## src/rtl/lsu_pkg.sv

```systemverilog
// Shared definitions for the load/store memory stage: access sizes, FSM states
// and alignment helpers.
package lsu_pkg;

  localparam logic [1:0] SIZE_B = 2'b00;
  localparam logic [1:0] SIZE_H = 2'b01;
  localparam logic [1:0] SIZE_W = 2'b10;
  localparam logic [1:0] SIZE_D = 2'b11;

  typedef enum logic [1:0] {
    IDLE = 2'b00,
    REQ  = 2'b01,
    WAIT = 2'b10,
    RESP = 2'b11
  } lsu_state_e;

  // An access is misaligned when any address bit below its natural size is set.
  function automatic logic misaligned(input logic [1:0] size, input logic [2:0] off);
    logic res;
    case (size)
      SIZE_B:  res = 1'b0;
      SIZE_H:  res = off[0];
      SIZE_W:  res = |off[1:0];
      default: res = |off;
    endcase
    return res;
  endfunction

  function automatic int unsigned size_bytes(input logic [1:0] size);
    return 32'd1 << size;
  endfunction

endpackage

```

## src/rtl/lsu_load_align.sv

```systemverilog
// Rotates the bus word so the addressed lane lands at bit 0, then sign- or
// zero-extends the selected byte/half/word to the full datapath width.
module lsu_load_align
  import lsu_pkg::*;
#(
  parameter int XLEN  = 32,
  parameter int OFF_W = $clog2(XLEN / 8)
) (
  input  logic [XLEN-1:0]  rdata,
  input  logic [OFF_W-1:0] offset,
  input  logic [2:0]       funct3,
  output logic [XLEN-1:0]  data
);

  logic [OFF_W+2:0] shamt;
  logic [XLEN-1:0]  rot;
  logic [XLEN-1:0]  keep;
  logic             fill;

  assign shamt = {offset, 3'b000};

  // Lanes past the top of the word wrap around to lane 0.
  always_comb begin
    rot  = (rdata >> shamt) | (rdata << (XLEN - shamt));
    keep = {XLEN{1'b1}};
    fill = 1'b0;
    case (funct3[1:0])
      SIZE_B: begin
        keep = XLEN'(8'hFF);
        fill = rot[7];
      end
      SIZE_H: begin
        keep = XLEN'(16'hFFFF);
        fill = rot[15];
      end
      SIZE_W: begin
        keep = XLEN'(32'hFFFF_FFFF);
        fill = rot[31];
      end
      default: begin
        keep = {XLEN{1'b1}};
        fill = rot[XLEN-1];
      end
    endcase
    if (funct3[2]) begin
      fill = 1'b0;
    end
    data = (rot & keep) | (fill ? ~keep : '0);
  end

endmodule

```

## src/rtl/mem_stage_lsu.sv

```systemverilog
// Memory pipeline stage with a req/gnt/rvalid data bus, byte-enable stores and
// aligned loads. Optional MEM_MISALIGN_TRAP_EN suppresses misaligned accesses.
module mem_stage_lsu
  import lsu_pkg::*;
#(
  parameter int XLEN   = 32,
  parameter int ADDR_W = 32,
  parameter int RD_W   = 5,
  parameter int CTRL_W = 8
) (
  input  logic              clk,
  input  logic              rst_n,
  input  logic              ex_valid_i,
  output logic              ex_ready_o,
  input  logic              mem_op_i,
  input  logic              mem_we_i,
  input  logic [2:0]        funct3_i,
  input  logic [XLEN-1:0]   fu_i,
  input  logic [XLEN-1:0]   sdata_i,
  input  logic [XLEN-1:0]   pcplus_i,
  input  logic [RD_W-1:0]   rd_i,
  input  logic              rf_we_i,
  input  logic [CTRL_W-1:0] ctrl_i,
  output logic              dbus_req_o,
  output logic              dbus_we_o,
  output logic [ADDR_W-1:0] dbus_addr_o,
  output logic [XLEN/8-1:0] dbus_be_o,
  output logic [XLEN-1:0]   dbus_wdata_o,
  input  logic              dbus_gnt_i,
  input  logic              dbus_rvalid_i,
  input  logic [XLEN-1:0]   dbus_rdata_i,
  output logic              wb_valid_o,
  input  logic              wb_ready_i,
  output logic [XLEN-1:0]   wb_fu_o,
  output logic [XLEN-1:0]   wb_mem_o,
  output logic [XLEN-1:0]   wb_pcplus_o,
  output logic [RD_W-1:0]   wb_rd_o,
  output logic              wb_we_o,
  output logic [CTRL_W-1:0] wb_ctrl_o,
  output logic [RD_W-1:0]   rd_mem_o,
  output logic              we_mem_o
`ifdef MEM_MISALIGN_TRAP_EN
  ,
  output logic              wb_exc_o
`endif
);

  localparam int BE_W  = XLEN / 8;
  localparam int OFF_W = $clog2(BE_W);

  lsu_state_e state_q, state_d;
  logic       ready;
  logic       accept;
  logic       trap;

  logic [OFF_W-1:0]  off;
  logic [OFF_W+2:0]  shamt;
  logic [BE_W-1:0]   be_base;
  logic [BE_W-1:0]   be_new;
  logic [XLEN-1:0]   rep;
  logic [XLEN-1:0]   wdata_new;
  logic [ADDR_W-1:0] addr_new;

  logic              st_q;
  logic [2:0]        f3_q;
  logic [XLEN-1:0]   fu_q;
  logic [XLEN-1:0]   pc_q;
  logic [RD_W-1:0]   rd_q;
  logic              we_q;
  logic [CTRL_W-1:0] ctrl_q;
  logic [ADDR_W-1:0] addr_q;
  logic [BE_W-1:0]   be_q;
  logic [XLEN-1:0]   wdata_q;
  logic [XLEN-1:0]   mem_q;
  logic [XLEN-1:0]   load_data;

  assign off      = fu_i[OFF_W-1:0];
  assign shamt    = {off, 3'b000};
  assign addr_new = {fu_i[ADDR_W-1:OFF_W], {OFF_W{1'b0}}};

`ifdef MEM_MISALIGN_TRAP_EN
  assign trap = mem_op_i & misaligned(funct3_i[1:0], 3'(off));
`else
  assign trap = 1'b0;
`endif

  // Store data is replicated per size, then rotated so misaligned lanes wrap
  // inside the word with the low byte landing on the addressed lane.
  always_comb begin
    be_base = '1;
    rep     = sdata_i;
    case (funct3_i[1:0])
      SIZE_B: begin
        be_base = BE_W'(1);
        rep     = {BE_W{sdata_i[7:0]}};
      end
      SIZE_H: begin
        be_base = BE_W'(3);
        rep     = {(BE_W/2){sdata_i[15:0]}};
      end
      SIZE_W: begin
        be_base = BE_W'(15);
        rep     = {(BE_W/4){sdata_i[31:0]}};
      end
      default: begin
        be_base = '1;
        rep     = sdata_i;
      end
    endcase
    be_new    = (be_base << off) | (be_base >> (BE_W - off));
    wdata_new = (rep << shamt) | (rep >> (XLEN - shamt));
  end

  always_ff @(posedge clk or negedge rst_n) begin
    if (!rst_n) begin
      state_q <= IDLE;
    end else begin
      state_q <= state_d;
    end
  end

  // Accepting in RESP while WB drains lets ops flow back-to-back.
  always_comb begin
    state_d = state_q;
    ready   = 1'b0;
    case (state_q)
      IDLE: ready = 1'b1;
      REQ: begin
        if (dbus_gnt_i) begin
          state_d = st_q ? RESP : WAIT;
        end
      end
      WAIT: begin
        if (dbus_rvalid_i) begin
          state_d = RESP;
        end
      end
      RESP: begin
        if (wb_ready_i) begin
          ready   = 1'b1;
          state_d = IDLE;
        end
      end
      default: state_d = IDLE;
    endcase
    accept = ex_valid_i & ready;
    if (accept) begin
      state_d = (mem_op_i & ~trap) ? REQ : RESP;
    end
  end

  lsu_load_align #(
    .XLEN  (XLEN),
    .OFF_W (OFF_W)
  ) u_load_align (
    .rdata  (dbus_rdata_i),
    .offset (fu_q[OFF_W-1:0]),
    .funct3 (f3_q),
    .data   (load_data)
  );

  always_ff @(posedge clk or negedge rst_n) begin
    if (!rst_n) begin
      st_q    <= 1'b0;
      f3_q    <= '0;
      fu_q    <= '0;
      pc_q    <= '0;
      rd_q    <= '0;
      we_q    <= 1'b0;
      ctrl_q  <= '0;
      addr_q  <= '0;
      be_q    <= '0;
      wdata_q <= '0;
      mem_q   <= '0;
    end else if (accept) begin
      st_q    <= mem_we_i;
      f3_q    <= funct3_i;
      fu_q    <= fu_i;
      pc_q    <= pcplus_i;
      rd_q    <= rd_i;
      we_q    <= rf_we_i & ~trap;
      ctrl_q  <= ctrl_i;
      addr_q  <= addr_new;
      be_q    <= be_new;
      wdata_q <= wdata_new;
      mem_q   <= '0;
    end else if (state_q == WAIT && dbus_rvalid_i) begin
      mem_q   <= load_data;
    end
  end

`ifdef MEM_MISALIGN_TRAP_EN
  logic exc_q;

  always_ff @(posedge clk or negedge rst_n) begin
    if (!rst_n) begin
      exc_q <= 1'b0;
    end else if (accept) begin
      exc_q <= trap;
    end
  end

  assign wb_exc_o = exc_q;
`endif

  assign ex_ready_o   = ready;
  assign dbus_req_o   = (state_q == REQ);
  assign dbus_we_o    = dbus_req_o & st_q;
  assign dbus_addr_o  = dbus_req_o ? addr_q : '0;
  assign dbus_be_o    = dbus_req_o ? be_q : '0;
  assign dbus_wdata_o = (dbus_req_o & st_q) ? wdata_q : '0;

  assign wb_valid_o  = (state_q == RESP);
  assign wb_fu_o     = fu_q;
  assign wb_mem_o    = mem_q;
  assign wb_pcplus_o = pc_q;
  assign wb_rd_o     = rd_q;
  assign wb_we_o     = we_q;
  assign wb_ctrl_o   = ctrl_q;

  assign rd_mem_o = (state_q != IDLE) ? rd_q : '0;
  assign we_mem_o = (state_q != IDLE) & we_q;

endmodule

```

## config.mk

```make
export PLATFORM = sky130hd
export DESIGN_NAME = mem_stage_lsu
export DESIGN_NICKNAME = d
export VERILOG_FILES = /design/src/rtl/lsu_pkg.sv /design/src/rtl/lsu_load_align.sv /design/src/rtl/mem_stage_lsu.sv
export SDC_FILE = /design/constraint.sdc
export NUM_CORES = 1
export LEC_CHECK = 0
export BUFFER_PORTS_ARGS = -buffer_cell sky130_fd_sc_hd__buf_2
export CORE_MARGIN = 2
export CORE_UTILIZATION = 51
export CTS_BUF_LIST = sky130_fd_sc_hd__clkbuf_16
export DETAILED_ROUTE_END_ITERATION = 7
export PLACE_DENSITY = 0.94
export SKIP_CTS_REPAIR_TIMING = 1
export SYNTH_ARGS = -nofsm -noshare
export SYNTH_HDL_FRONTEND = slang
export SYNTH_HIERARCHICAL = 1
export SYNTH_SLANG_ARGS = --single-unit
```

## constraint.sdc

```tcl
create_clock -name clk -period 2.9 [get_ports clk]
set_clock_uncertainty 0.1 [all_clocks]
set_input_delay 0.58 -clock clk [delete_from_list [all_inputs] [get_ports clk]]
set_output_delay 0.58 -clock clk [all_outputs]
set_load 0.05 [all_outputs]
```

Word level (Yosys, flattened, before mapping). Cells that the tools add are included.

Register bits after elaboration: 182. Logic and storage cells: 67.

Add/subtract/negate cells: 3. Eq/ne operators: 8. Shift operators: 6. Muxes and demuxes: 21. Bitwise gates (word level): 9. Reduce and logical (&&, ||, !) cells: 8.

Operators by type and width (count): 32-bit two-way mux (5); 32-bit case mux with 2 select lines (2); 32-bit bitwise OR (3); 32-bit AND (1); 32-bit NOT (1); 32-bit by 32-bit << shifter with 32-bit output (1); 32-bit by 5-bit << shifter with 32-bit output (1); 32-bit by 32-bit right shift with 32-bit output (1); 32-bit by 5-bit right shift with 32-bit output (1); 4-bit by 32-bit right shift with 4-bit output (1); 6-bit by 5-bit subtractor with 7-bit output (first input constant) (2); 2-bit two-way mux (5); 4-bit case mux with 2 select lines (1); 2-bit by 1-bit equality test with 1-bit output (second input constant) (3); 2-bit logical NOT (3); 3-bit by 1-bit inequality test with 1-bit output (second input constant) (2); 2-bit case mux with 3 select lines (1); 5-bit two-way mux (1); 2-bit equality test (second input constant) (2); 4-bit two-way mux (1); 4-bit bitwise OR (1); 1-bit case mux with 2 select lines (2); 4-bit AND reduction (1); 2-bit nonzero test (2); other kinds (7) (11).

Depth between registers and ports, before layout. Gate-level depths: netlist (run 1).

Depth after elaboration: 9. Mapped depth: 11. Depth with buffers taken out: 8.

Hierarchy. Netlist (run 1), hierarchy kept.

Modules (own cells, without submodules): mem_stage_lsu (instances 1, cells an instance 958, area an instance 8099.0 um2, sequential area each 3803.6 um2); lsu_load_align (instances 1, cells an instance 175, area an instance 1275.0 um2, sequential area each 0.0 um2).

Worst setup path after synthesis (run 1). Ideal clock, no wire load.

Kind: register to register. From: register fu_q[0] (netlist: wb_fu_o[0]). To: register mem_q[23] (netlist: wb_mem_o[23]). Library setup time: 0.136 ns. Arrival: 2.714 ns. Required time: 2.664 ns. Slack: -0.050 ns. Stages on the path, launching flop included: 12. Buffers on the path: 3. Clock period less this slack: 2.950 ns. Path through: dfrtp_1 > buf_2 > inv_1 > clkbuf_1 > ha_1 > buf_2 > mux2_2 > a22oi_1 > o221a_2 > nor2_1 > nand2_1 > a21oi_1.

Word-level cells in the longest chain between the ends: 9.

RTL lines: from (decl) (line mem_stage_lsu.sv:66) `logic [XLEN-1:0] fu_q;`; from (signal assigned) (line mem_stage_lsu.sv:178) `fu_q <= fu_i;`; 6-bit by 5-bit subtractor with 7-bit output (line lsu_load_align.sv:24) `rot = (rdata >> shamt) | (rdata << (XLEN - shamt));`; 32-bit by 32-bit << shifter with 32-bit output (line lsu_load_align.sv:24); 32-bit bitwise OR (*) (line lsu_load_align.sv:24); 1-bit case mux with 2 select lines (line lsu_load_align.sv:27) `case (funct3[1:0])`; 1-bit two-way mux (line lsu_load_align.sv:45) `if (funct3[2]) begin`; 32-bit two-way mux (line lsu_load_align.sv:48) `data = (rot & keep) | (fill ? ~keep : '0);`; 32-bit bitwise OR (*) (line lsu_load_align.sv:48); named net load_data[23] (line mem_stage_lsu.sv:75) `logic [XLEN-1:0] load_data;`; 32-bit two-way mux (*) (line mem_stage_lsu.sv:187) `end else if (state_q == WAIT && dbus_rvalid_i) begin`; 32-bit two-way mux (*) (line mem_stage_lsu.sv:175) `end else if (accept) begin`; to (signal assigned) (line mem_stage_lsu.sv:188) `mem_q <= load_data;`; to (decl) (line mem_stage_lsu.sv:74) `logic [XLEN-1:0] mem_q;`.

Mark *: on every way through the listed nets, which the timed path passes. The rest lies on a longest branch. The select of a mux whose other input is x is not followed. A chain may end at the register's enable or synchronous reset.

Worst setup path after layout (run 1).
From: register state_q[1]. To: output dbus_wdata_o[3].

Word-level cells in the longest chain between the ends: 3.

RTL lines: from (decl) (line mem_stage_lsu.sv:51) `lsu_state_e state_q, state_d;`; from (signal assigned) (line mem_stage_lsu.sv:118) `state_q <= state_d;`; 2-bit by 1-bit equality test with 1-bit output (line mem_stage_lsu.sv:207) `assign dbus_req_o = (state_q == REQ);`; 1-bit AND (line mem_stage_lsu.sv:211) `assign dbus_wdata_o = (dbus_req_o & st_q) ? wdata_q : '0;`; 32-bit two-way mux (line mem_stage_lsu.sv:211); to (decl) (line mem_stage_lsu.sv:28) `output logic [XLEN-1:0] dbus_wdata_o,`.

No other way between the ends.

==> impl_metrics.toml, run 1 <==
[placed_design]
io_buffers = 338
dp_slack_ps = 373
dp_cells = 1646
dpl.hpwl_mm = 22.4
gp_congestion = 0.997

[yosys]
ys_warn_count = 6
synth-edff-count = 0
synth_cell_types = 74
yosys_most_used_dff = "dfrtp_1"
synth_seq_cells = 152
seq_area_frac_synth_pct = 40.6
syn_area_per_cell_um2 = 8.27
yosysTopAreaCellShare_pct = 40.6
synthTopCellsByArea = "dfrtp_1, nand2_1, mux2i_1"
synthCells = 1133
synthesis.area_um2 = 9370
synth-async-reset-ratio_pct = 100
synth_largest_area_cell = "dfrtp_1"

[timing]
timing.slew.headroom_pct = 52.4
rsz0062_at_grt = "no"
fmax_mhz = 369
finalHoldViolations = 0
finalWorstSetupSlack_ps = 191
period_needed_ps = 2710
fin_crit_sh_pct = 93.4
final.setup.tns_ps = 0
drv_slew = 0
setup_violations = 0
tightestPinTransition_ps = 712

[critical_path]
critical_path.top_delay_family = "buffers and inverters"
ff2ff_setup_slack_ps = 390
crit_buf_inv = 3
required_ps = 2220
slowest_stage = "dfrtp_1"
crit_fanout = 24
cp-start-kind = "register"
critical_path.max_stage_delay_ps = 410
crit_type = "register to output pin"
endpoint_kind = "output pin"
worstPathCellList = "inv_1 -> ha_4 -> buf_4 -> and3_1 -> buf_2"
arrival_ps = 2030

[global_routing]
overflow = 0
grt_pass1_vias = 9508
grt_pass1_wl_mm = 48.8
grtUsageTotal_pct = 31.0
grt_max_degree = 84
antenna_found_initial = 1

[drt]
highest_layer = "met4"
vias = 9952
route.met3.wl_mm = 3.18
drtIter0Drc = 1158
wirelength_mm = 31.2
firstDrtPassIters = 6
wl_per_cell_um = 18.6
detail_route.vias_per_cell = 5.93
drc = 0
drt-met1-wl_mm = 11.9
final_antenna_net_count = 0
wl_met2_mm = 14.7

[layout]
final_net_count = 1596
fin_cells = 1679
syn_to_final_growth_pct = 27.3
post-route-util_pct = 66.2
final_layout_size_suffix_gt1_share_pct = 32.3

[min_path]
hold_class = "input pin to asynchronous set/reset pin"

[clocking]
cts_buffer_depth = 2
cts_buffers = 17
cts_tree = "done"
cts_root_buf = "clkbuf_16"
insertion_delay_ps = 420
clkTransAtPathRegs_ps = 60
h-tree-depth = 4
cts.sinks = 152

[power_and_ir_drop]
total_power_mw = 14.8
power_frac_clock_pct = 15.8
ir_drop_mv = 1.35
netSwitchingFraction_pct = 53.3
sequentialPowerShare_pct = 25.2
combPwrFrac_pct = 59.0
power_density_nw_per_um2 = 1240
p_sw_mw = 7.87
p_int_mw = 6.90
leakagePower_nw = 6.27

[die]
design.core.area_um2 = 18000
pin_count = 341
rows = 49
dieArea_um2 = 19500
die_height_um = 140
start_util_pct = 52.0
die_x_um = 140

[run_status]
status = "complete, no violations"

[job]
max_cap_violations = 0
-- kinds of logic (layout without fill, tap and decap cells) --
family,after synthesis,count (layout),synth area share [%]
mux,78,78,9.68
fa+ha+maj,7,7,0.934
simple gates,556,556,26.1
flops,152,152,40.6
other cells,1,3,0.0400
compound gates,233,233,17.6
buf+inv,106,421,5.10
-- power by group through the flow --
| stage | registers, mW | logic (mW) | clock network [mW] |
|---|---|---|---|
| after floorplan | 5.85 | 4.23 | 0 |
| after global placement | 3.70 | 8.41 | 0 |
| after detailed placement | 3.74 | 8.61 | 0 |
| after CTS | 3.71 | 8.65 | 2.35 |
| after global routing | 3.82 | 9.29 | 2.44 |
| final | 3.72 | 8.72 | 2.33 |
-- path summary, 6_finish.rpt --
kind	start	to	cells after the start
setup / recovery	state_q[1]$_DFFE_PN0P_	dbus_wdata_o[3]	5
hold / removal	rst_n	wb_fu_o[26]$_DFFE_PN0P_	1
setup reg to reg	wb_fu_o[0]$_DFFE_PN0P_	wb_mem_o[1]$_DFFE_PN0P_	7
hold reg to reg	wb_pcplus_o[4]$_DFFE_PN0P_	wb_pcplus_o[4]$_DFFE_PN0P_	2
max in group asynchronous	rst_n	wb_fu_o[16]$_DFFE_PN0P_	2
min in group clk	pcplus_i[8]	wb_pcplus_o[8]$_DFFE_PN0P_	3
-- flip-flops by register name, summed over array words and instances, names as in the netlist --
| name | flops |
|---|---|
| wb_fu_o | 32 |
| wb_mem_o | 32 |
| wb_pcplus_o | 32 |
| wdata_q | 32 |
| wb_ctrl_o | 8 |
| wb_rd_o | 5 |
| be_q | 4 |
| f3_q | 3 |
| state_q | 2 |
| st_q | 1 |
| wb_we_o | 1 |
-- worst register-to-register path, delay by kind of cell (launching register included) --
| kind | cells | cell delay (ps) |
|---|---|---|
| AOI/OAI and AO/OA | 2 | 420 |
| adders and majority gates | 1 | 430 |
| buffers and inverters | 1 | 70 |
| DFF | 1 | 410 |
| and+or+nand+nor | 3 | 1000 |
-- per-layer routing --
layer | GRT usage, % | up-vias
met5 | 0 | -
met4 | 15.9 | 0
met3 | 7.02 | 149
met2 | 50.2 | 688
met1 | 39.0 | 4605
li1 | - | 4510
-- synthesized netlist by cell type, types with 9 or more instances --
master    instances
nand2_1         340
buf_2            24
nor2_1           70
and2_1           37
o21a_1            9
nand2b_1         11
a22oi_1          21
inv_1            11
clkbuf_1         59
o22a_1            9
and3_1           33
o221ai_1         14
nor2b_1          17
nand3_1          16
a31oi_1          21
mux2i_1          43
o21ai_0          29
dfrtp_1         152
a21oi_1          61
mux2_2           25
-- cells in the final DEF (no fill, tap or decap), types with 11 or more instances in the layout --
master | netlist | routed
o221ai_1 | 14 | 14
nor2_1 | 70 | 70
inv_1 | 11 | 11
a21oi_1 | 61 | 61
a31oi_1 | 21 | 21
mux2i_1 | 43 | 43
nand2b_1 | 11 | 11
and3_1 | 33 | 33
o21ai_0 | 29 | 29
mux2_2 | 25 | 25
and2_1 | 37 | 37
buf_4 | 7 | 32
clkbuf_16 | 0 | 17
dfrtp_1 | 152 | 151
nand3_1 | 16 | 16
nor2b_1 | 17 | 17
nand2_1 | 340 | 340
a22oi_1 | 21 | 21
buf_2 | 24 | 337
-- through the flow --
| step | instance area (µm²) | hold slack (ps) |
|---|---|---|
| detailed placement | 11300 | 356 |
| global route | 11900 | 38.4 |
| CTS | 11900 | 16.7 |
| floorplan | 9380 | 184 |
| global placement | 11300 | 353 |
| finish | 11900 | 9.93 |
-- cell type report --
class / count / area [µm²]
well taps: 229 / 287
clock buffers: 17 / 425
repair buffers: 376 / 2060
clock inverters: 15 / 189
multi-input cells: 876 / 5120
fillers: 1451 / 6090
inverters: 13 / 48.8
diodes: 1 / 2.50
flip-flops and latches: 152 / 3800
No activity file was read; power rests on OpenSTA's default activity.
==> run 2, diff against run 1 <==
- ABC_AREA: default -> 1
==> run 2 against run 1 <==
  * Synthesized cell count increased by 27%
  * Total power fell by 0.43%
  * Count of clock-buffer cells in the layout unchanged
  * Combinational power grew 0.8%
==> impl_metrics.toml, run 2 <==
[power_and_ir_drop]
p_int_mw = 6.38
ir_drop_mv = 0.958
total_power_mw = 14.7
netSwitchingFraction_pct = 56.6
sequentialPowerShare_pct = 24.9
leakagePower_nw = 7.43
p_sw_mw = 8.33
power_frac_clock_pct = 15.3
power_density_nw_per_um2 = 1240
combPwrFrac_pct = 59.8

[yosys]
synthTopCellsByArea = "dfrtp_1, nand2_1, inv_1"
yosys.area_share.simple_pct = 34.9
yosysTopAreaCellShare_pct = 40.0
synth_largest_area_cell = "dfrtp_1"
yosys_most_used_dff = "dfrtp_1"
synth_seq_cells = 152
synthAdderAreaFrac_pct = 0.922
syn_area_per_cell_um2 = 6.61
synthCells = 1437
yosysMostFrequentCell = "nand2_1"
synth_mux_area_share_pct = 0
synthesis.area_um2 = 9500
ys_warn_count = 6
synth_xor_area_share_pct = 0
synth_top_family_by_area = "simple AND/OR/NAND/NOR gates"
synth-async-reset-ratio_pct = 100
synth-edff-count = 0
seq_area_frac_synth_pct = 40.0
synthTopCellsByCount = "nand2_1, inv_1, dfrtp_1"
synth_compound_area_share_pct = 11.0
synth_cell_types = 37

[global_routing]
grtUsageTotal_pct = 30.6
grt_pass1_vias = 10078
antenna_found_initial = 0
grt_pass1_wl_mm = 49.0
overflow = 0
grt_max_degree = 95

[drt]
drtIter0Drc = 976
vias = 10682
wirelength_mm = 30.6
wl_per_cell_um = 15.5
drc = 0
final_antenna_net_count = 0
detail_route.vias_per_cell = 5.40
firstDrtPassIters = 6

[placed_design]
gp_congestion = 1.00
io_buffers = 338
dpl.hpwl_mm = 21.9
dp_cells = 1946

[clocking]
cts.sinks = 152
cts_buffer_depth = 2
h-tree-depth = 4
cts_tree = "done"
cts_buffers = 17
clkTransAtPathRegs_ps = 70
insertion_delay_ps = 420
cts_root_buf = "clkbuf_16"

[critical_path]
required_ps = 2220
r2r_start = "state_q[1]$_DFFE_PN0P_"
crit_type = "register to output pin"
cp-start-kind = "register"
rr_worst_depth = 11
arrival_ps = 2030
crit_fanout = 37
ff2ff_setup_slack_ps = 470
r2r-end = "wb_mem_o[9]$_DFFE_PN0P_"
endpoint_kind = "output pin"

[layout]
n_antenna_cell = 0
final_net_count = 1896
final_common_cell = "nand2_1"
final_layout_size_suffix_gt1_share_pct = 23.8
fillers = 1553
post-route-util_pct = 65.3
regArea_um2 = 3800
syn_to_final_growth_pct = 24.8
multiInputGateArea_um2 = 4460
layout_common_cells = "nand2_1, buf_2, inv_1"
fin_cells = 1978

[die]
die_x_um = 140
rows = 49
design.core.area_um2 = 18100
die_height_um = 140
start_util_pct = 52.4
dieArea_um2 = 19700
pin_count = 341

[timing]
finalHoldViolations = 0
drv_slew = 0
fin_crit_sh_pct = 93.4
timing.slew.headroom_pct = 56.4
tightestPinTransition_ps = 655
period_needed_ps = 2710
fmax_mhz = 369
setup_violations = 0
rsz0062_at_grt = "no"
whs_ps = 31.4

[min_path]
hold_class = "input pin to asynchronous set/reset pin"

[job]
max_cap_violations = 0

[run_status]
status = "complete, no violations"
run 2: worst max-delay path by stage:
stage,endpoint,start
5_1_grt,dbus_be_o[1],state_q[1]$_DFFE_PN0P_
2_1_floorplan,dbus_wdata_o[22],state_q[1]$_DFFE_PN0P_
6_report,dbus_be_o[1],state_q[1]$_DFFE_PN0P_
3_5_place_dp,wb_mem_o[9]$_DFFE_PN0P_,state_q[1]$_DFFE_PN0P_
3_3_place_gp,wb_mem_o[19]$_DFFE_PN0P_,state_q[1]$_DFFE_PN0P_
4_1_cts,dbus_be_o[0],state_q[1]$_DFFE_PN0P_
run 2: kinds of logic after synthesis:
family / after synthesis
other cells: 1
simple gates: 822
flops: 152
buf+inv: 284
compound gates: 171
fa+ha+maj: 7
run 2: worst max-delay path: stages (launching register included):
cell	delay, ps
dfrtp_1	420
inv_1	120
ha_1	180
buf_4	400
nand2_1	110
inv_1	100
buf_2	270
run 2: final cells by class:
cell class,count,area share [%]
clock buffers,17,3.59
clock inverters,15,1.50
inverters,201,6.38
multi-input cells,1002,37.6
flip-flops and latches,152,32.1
well taps,229,2.42
repair buffers,362,16.4
run 2: power groups by stage:
stage               clock network (mW)  registers (mW)  logic [mW]
CTS                               2.27            3.66        8.76
finish                            2.25            3.67        8.79
detailed placement                   0            3.67        8.73
global route                      2.37            3.77        9.53
floorplan                            0            5.77        4.62
global placement                     0            3.65        8.53
run 2: routing by layer:
layer	vias up	share of wire, %	global-route usage, %
li1	5044	-	-
met1	4806	40	39.1
met2	704	47	50.0
met3	128	10	7.15
met4	0	3.6	13.4
met5	-	0	0
run 2: per-stage QoR:
stage | instance area, µm² | setup WS, ps | TNS, ps
2_1_floorplan | 9500 | -105 | -3030
3_3_place_gp | 11300 | 629 | 0
3_5_place_dp | 11300 | 464 | 0
4_1_cts | 11900 | 174 | 0
5_1_grt | 11900 | 78.2 | 0
6_report | 11900 | 191 | 0
